**config.mk**
```make
export PLATFORM = sky130hd
export DESIGN_NAME = dds_sweep_ctrl
export DESIGN_NICKNAME = d
export VERILOG_FILES = /design/src/rtl/dds_pkg.sv /design/src/rtl/dds_dwell_cnt.sv /design/src/rtl/dds_sweep_ctrl.sv
export SDC_FILE = /design/constraint.sdc
export NUM_CORES = 1
export LEC_CHECK = 0
export BUFFER_PORTS_ARGS = -buffer_cell sky130_fd_sc_hd__buf_4
export CAP_MARGIN = 20
export CORE_ASPECT_RATIO = 0.7
export CORE_MARGIN = 4
export CORE_UTILIZATION = 50
export CTS_CLUSTER_SIZE = 20
export DETAILED_ROUTE_END_ITERATION = 8
export PLACE_DENSITY = 0.76
export SLEW_MARGIN = 20
export SYNTH_ARGS = -nofsm -noshare
export SYNTH_HDL_FRONTEND = slang
export SYNTH_SLANG_ARGS = --single-unit
```
**constraint.sdc**
```tcl
create_clock -name clk -period 6.3 [get_ports clk]
set_input_delay 0.315 -clock clk [delete_from_list [all_inputs] [get_ports clk]]
set_output_delay 0.315 -clock clk [all_outputs]
set_load 0.01 [all_outputs]
```
**src/rtl/dds_pkg.sv**
```systemverilog
// Shared definitions for the DDS sweep controller.
// Holds the sequencer state encoding and the default datapath widths.
package dds_pkg;

    // Default widths: frequency word, phase word, dwell counter.
    localparam int DDS_KW = 32;
    localparam int DDS_PW = 11;
    localparam int DDS_DW = 16;

    typedef enum logic {
        IDLE = 1'b0,
        RUN  = 1'b1
    } state_e;

endpackage

```
**src/rtl/dds_dwell_cnt.sv**
```systemverilog
// Loadable down-counter that times how long each frequency word is held.
// Ports:
//   clk, rst_n  clock, asynchronous active-low reset (counter -> 0)
//   load        load load_val this cycle (has priority over dec)
//   load_val    value to load
//   dec         decrement by one; saturates at zero
//   value       current count
//   zero        count is zero
module dds_dwell_cnt #(
    parameter int W = 16
) (
    input  logic         clk,
    input  logic         rst_n,
    input  logic         load,
    input  logic [W-1:0] load_val,
    input  logic         dec,
    output logic [W-1:0] value,
    output logic         zero
);

    logic [W-1:0] cnt_q, cnt_d;

    always_comb begin
        cnt_d = cnt_q;
        if (load) begin
            cnt_d = load_val;
        end else if (dec && (cnt_q != '0)) begin
            cnt_d = cnt_q - W'(1);
        end
    end

    always_ff @(posedge clk or negedge rst_n) begin
        if (!rst_n) begin
            cnt_q <= '0;
        end else begin
            cnt_q <= cnt_d;
        end
    end

    assign value = cnt_q;
    assign zero  = (cnt_q == '0);

endmodule

```
**src/rtl/dds_sweep_ctrl.sv**
```systemverilog
// Linear frequency-sweep sequencer feeding the K (frequency) and P (phase)
// words of a DDS phase accumulator. Sweeps K from a start word to a stop
// word in fixed steps, each word held cfg_dwell+1 cycles, once or repeating.
// Ports:
//   clk, rst_n        clock, asynchronous active-low reset
//   start, abort      one-cycle control pulses
//   cfg_*             sweep configuration, captured when a sweep starts
//   K, P              frequency / phase words to the DDS
//   busy              high while sweeping
//   done, wrap        one-cycle pulses: single sweep finished / repeat restart
//   state_dbg         sequencer state, for observation
//   dwell_dbg         current dwell count, for observation
//
// Control handshake: start and abort are single-cycle request pulses with no
// ready/acknowledge. Each is sampled on every rising edge. start is acted on
// only in IDLE (ignored in RUN); abort is acted on in any state and wins over
// a simultaneous start, step, wrap or done.
module dds_sweep_ctrl
    import dds_pkg::*;
#(
    parameter int KW = DDS_KW,
    parameter int PW = DDS_PW,
    parameter int DW = DDS_DW
) (
    input  logic          clk,
    input  logic          rst_n,
    input  logic          start,
    input  logic          abort,
    input  logic [KW-1:0] cfg_k_start,
    input  logic [KW-1:0] cfg_k_stop,
    input  logic [KW-1:0] cfg_k_step,
    input  logic [DW-1:0] cfg_dwell,
    input  logic [PW-1:0] cfg_phase,
    input  logic          cfg_repeat,
    output logic [KW-1:0] K,
    output logic [PW-1:0] P,
    output logic          busy,
    output logic          done,
    output logic          wrap,
    output state_e        state_dbg,
    output logic [DW-1:0] dwell_dbg
);

    state_e        state_q, state_d;
    logic [KW-1:0] k_q, k_d;
    logic [PW-1:0] p_q, p_d;
    logic          busy_q, busy_d;
    logic          done_q, done_d;
    logic          wrap_q, wrap_d;

    // Shadow copy of the configuration, so cfg_* may change during a sweep.
    logic [KW-1:0] sh_start_q, sh_start_d;
    logic [KW-1:0] sh_stop_q, sh_stop_d;
    logic [KW-1:0] sh_step_q, sh_step_d;
    logic [DW-1:0] sh_dwell_q, sh_dwell_d;
    logic          sh_repeat_q, sh_repeat_d;

    logic          cnt_load;
    logic [DW-1:0] cnt_val;
    logic          cnt_dec;
    logic          cnt_zero;
    logic [DW-1:0] cnt_value;

    // One extra bit catches the carry so a sweep near the top of the word
    // range terminates instead of wrapping around to a small frequency.
    logic [KW:0]   nxt;
    logic          can_step;

    assign nxt      = {1'b0, k_q} + {1'b0, sh_step_q};
    // A zero step can never advance, so it ends the sweep like passing stop.
    assign can_step = (sh_step_q != '0) && !nxt[KW] && (nxt[KW-1:0] <= sh_stop_q);

    dds_dwell_cnt #(.W(DW)) u_dwell (
        .clk      (clk),
        .rst_n    (rst_n),
        .load     (cnt_load),
        .load_val (cnt_val),
        .dec      (cnt_dec),
        .value    (cnt_value),
        .zero     (cnt_zero)
    );

    always_comb begin
        state_d     = state_q;
        k_d         = k_q;
        p_d         = p_q;
        busy_d      = busy_q;
        done_d      = 1'b0;
        wrap_d      = 1'b0;
        sh_start_d  = sh_start_q;
        sh_stop_d   = sh_stop_q;
        sh_step_d   = sh_step_q;
        sh_dwell_d  = sh_dwell_q;
        sh_repeat_d = sh_repeat_q;
        cnt_load    = 1'b0;
        cnt_val     = sh_dwell_q;
        cnt_dec     = 1'b0;

        if (abort) begin
            state_d = IDLE;
            busy_d  = 1'b0;
        end else begin
            case (state_q)
                IDLE: begin
                    if (start) begin
                        sh_start_d  = cfg_k_start;
                        sh_stop_d   = cfg_k_stop;
                        sh_step_d   = cfg_k_step;
                        sh_dwell_d  = cfg_dwell;
                        sh_repeat_d = cfg_repeat;
                        k_d         = cfg_k_start;
                        p_d         = cfg_phase;
                        cnt_load    = 1'b1;
                        cnt_val     = cfg_dwell;
                        busy_d      = 1'b1;
                        state_d     = RUN;
                    end
                end
                RUN: begin
                    if (!cnt_zero) begin
                        cnt_dec = 1'b1;
                    end else if (can_step) begin
                        k_d      = nxt[KW-1:0];
                        cnt_load = 1'b1;
                    end else if (sh_repeat_q) begin
                        k_d      = sh_start_q;
                        cnt_load = 1'b1;
                        wrap_d   = 1'b1;
                    end else begin
                        busy_d  = 1'b0;
                        done_d  = 1'b1;
                        state_d = IDLE;
                    end
                end
                default: begin
                    state_d = IDLE;
                    busy_d  = 1'b0;
                end
            endcase
        end
    end

    always_ff @(posedge clk or negedge rst_n) begin
        if (!rst_n) begin
            state_q     <= IDLE;
            k_q         <= '0;
            p_q         <= '0;
            busy_q      <= 1'b0;
            done_q      <= 1'b0;
            wrap_q      <= 1'b0;
            sh_start_q  <= '0;
            sh_stop_q   <= '0;
            sh_step_q   <= '0;
            sh_dwell_q  <= '0;
            sh_repeat_q <= 1'b0;
        end else begin
            state_q     <= state_d;
            k_q         <= k_d;
            p_q         <= p_d;
            busy_q      <= busy_d;
            done_q      <= done_d;
            wrap_q      <= wrap_d;
            sh_start_q  <= sh_start_d;
            sh_stop_q   <= sh_stop_d;
            sh_step_q   <= sh_step_d;
            sh_dwell_q  <= sh_dwell_d;
            sh_repeat_q <= sh_repeat_d;
        end
    end

    assign K         = k_q;
    assign P         = p_q;
    assign busy      = busy_q;
    assign done      = done_q;
    assign wrap      = wrap_q;
    assign state_dbg = state_q;
    assign dwell_dbg = cnt_value;

endmodule
```
==> flow_summary.ini <==
[synth]
netlist_area_mm2 = 0.0105
ys_ff_latch = 176
synth-edff-count = 0
synth.distinct_cells = 76
async_flop_share_pct = 100
synth_flop_cell = dfrtp_1
avgSynthCellArea_um2 = 8.44
synth_fp_nets = 1436
synth_cells = 1242
ys_seq_area_share_pct = 42.0
yosysWarnings = 0

[clocking]
htree_levels = 4
cts_tree = yes
numCtsBuffers = 17
cts.clk_slew.worst_paths_ps = 70
clkSinkCount = 176
clk_path_buf_depth = 2
clockRootBuffer = clkbuf_16
clkLatencyLatePin_ps = 440

[detailed_routing]
postRouteAntennaNets = 0
drt_iter0_drc = 1043
routed_wl_um = 34700
wire_per_inst_um = 20.5
dr.pass1.iters = 6
vias = 9974
via_per_inst = 5.90
drc = 0

[die]
core_area_mm2 = 0.0206
die-width_um = 181
start_util_pct = 50.8
die_area_mm2 = 0.0234
die-height_um = 129
io_pins = 191
rows = 44

[critical_path]
startpoint_type = register
crit_path_cell_trace = ha_1, inv_1, fa_1, nor2b_1, o31a_1, a2bb2oi_1, a21o_1, o41ai_1, nor4bb_1, ha_1, nand4_1, or4_1, nor3_1, a21oi_1, nor2_2, nand2_1, o311ai_0, a22o_1
worst-setup-path-type = reg -> reg
crit_cells = 18
crit_slowest_cell = nor4bb_1
crit_fanout = 11
r2r_cells = 18
cp.arrival_ps = 6170
worstPathBufferInverterCount = 1
cp_top_family = simple AND/OR/NAND/NOR gates
cpMostUsedCell = ha_1
required_ps = 6670
end_kind = register
critPathMaxStageDelay_ps = 680

[timing]
fin_skew_ps = 13.7
post-route-period-util_pct = 92.0
hold_viol_final = 0
drv_slew = 0
finalSetupViolCount = 0
grt_setup_unrepaired = false
relSlewSlack_pct = 45.9
tns_ps = 0
clock.fmax_ghz = 0.172
min_period_ps = 5800
tightest_slew_ps = 812

[hold_path]
hp-class = in -> reg
hold_depth = 3

[placed_design]
gp_congestion = 0.992
numPortBuffers = 190
dpl.hpwl_um = 25900

[finish]
layout_commonest_cell = nand2_1
syn_to_final_growth_pct = 21.1
multi_input_area_mm2 = 0.00562
antenna_cells = 0
mostFrequentLayoutCells = nand2_1 (346), buf_4 (204), dfrtp_1 (176)
drive_above_1_share_pct = 18.9
nFillCells = 1826
final_util_pct = 61.5
seq_area_mm2 = 0.00440
fin_nets = 1597

[power]
ir_drop_v = 0.000292
p_leak_nw = 6.26
p_per_area_mw_per_mm2 = 494

[status]
status = finished clean

[global_routing]
grt_max_degree = 81
grt_remaining_overflow = 0
grt_antenna_before_repair = 0
track_usage_pct = 29.4
grt_pass1_wl_um = 54000
first_global_vias = 9728

[job]
maxCapViolCount = 0
Yosys cell counts, types with 6 or more instances:
| master | count | share of area [%] |
|---|---|---|
| a211oi_1 | 21 | 1.5 |
| nor3_1 | 26 | 1.2 |
| a211o_1 | 11 | 0.92 |
| a21o_1 | 16 | 1.1 |
| a31oi_1 | 15 | 0.90 |
| nand3_1 | 24 | 1.1 |
| mux2_2 | 9 | 0.97 |
| and3_1 | 12 | 0.72 |
| xor2_1 | 6 | 0.50 |
| nor2_1 | 59 | 2.1 |
| inv_1 | 53 | 1.9 |
| a221o_1 | 9 | 0.86 |
| o211ai_1 | 25 | 1.8 |
| o2bb2ai_1 | 15 | 1.3 |
| nand4_1 | 18 | 1.1 |
| dfrtp_1 | 176 | 42 |
| ha_1 | 65 | 7.8 |
| nor4_1 | 15 | 0.90 |
| xnor2_1 | 21 | 1.8 |
| nand2_1 | 346 | 12 |
| a21boi_0 | 11 | 0.79 |
| clkbuf_1 | 52 | 1.9 |
| o21ai_0 | 76 | 3.6 |
| a21oi_1 | 63 | 3.0 |
metal layers:
metal	vias up	wire, µm	track usage [%]
li1	4674	-	-
met1	4795	16000	42.2
met2	448	14700	43.2
met3	57	3310	9.18
met4	0	701	8.47
met5	-	0	0
cell families after synthesis:
kind of cell,synth area share [%]
AO/OA/AOI/OAI,19.8
XOR/XNOR,2.26
adder cells (fa/ha/maj),7.95
buffers and inverters,4.49
flip-flops,42.0
multiplexers,1.06
AND/OR/NAND/NOR,22.4
worst min-delay path: stages:
cell and delay, ps:
buf_4 80, nand2_1 40, nand2_1 40
path summary, 6_finish.rpt:
| check | startpoint | to | slack, ps |
|---|---|---|---|
| max | sh_step_q[0] | K[30] | 500 |
| min | cfg_k_step[11] | sh_step_q[11] | 60 |
| max reg2reg | sh_step_q[0] | K[30] | 500 |
| min reg2reg | sh_start_q[18] | sh_start_q[18] | 470 |
| max in group asynchronous | rst_n | P[2] | 4510 |
| min in group asynchronous | rst_n | sh_start_q[16] | 490 |
sequential cells by signal, indices dropped and copies added, names as in the netlist:
signal and count:
P 11, u_dwell.value 16, sh_step_q 32, done 1
sh_dwell_q 16, sh_stop_q 32, sh_start_q 32, wrap 1
sh_repeat_q 1, busy 1, K 32, state_dbg 1
stage by stage:
stage	std cells	setup WS [ps]	hold slack, ps	area (µm²)	power [mW]
final	1691	501	62.1	12700	6.28
after detailed placement	1659	375	408	12100	5.12
after global routing	1691	172	53.4	12700	6.70
after global placement	1659	568	403	12100	5.07
after floorplan	1242	1610	19.4	10500	3.85
after CTS	1691	338	46.9	12700	6.21
final cells by class:
cell class	instances	share of cell area, %
multi-input combinational	949	44.3
sequential	176	34.7
timing repair buffer	206	12.2
clock buffer	19	3.49
tap	276	2.72
inverter	53	1.57
clock inverter	12	1.06
power breakdown:
group / leakage (nW) / internal (mW) / switching (mW) / total [mW]
combinational: 3.79 / 1.35 / 2.19 / 3.54
clock: 0.284 / 0.596 / 0.474 / 1.07
sequential: 2.18 / 1.40 / 0.269 / 1.67
what timing repair did:
item,CTS,global route
gates resized for setup,0,1
setup endpoints to repair,0,12
endpoints found under the hold margin,78,0
hold buffers,1,0
setup buffers,0,0
(Power assumes the default switching activity.)
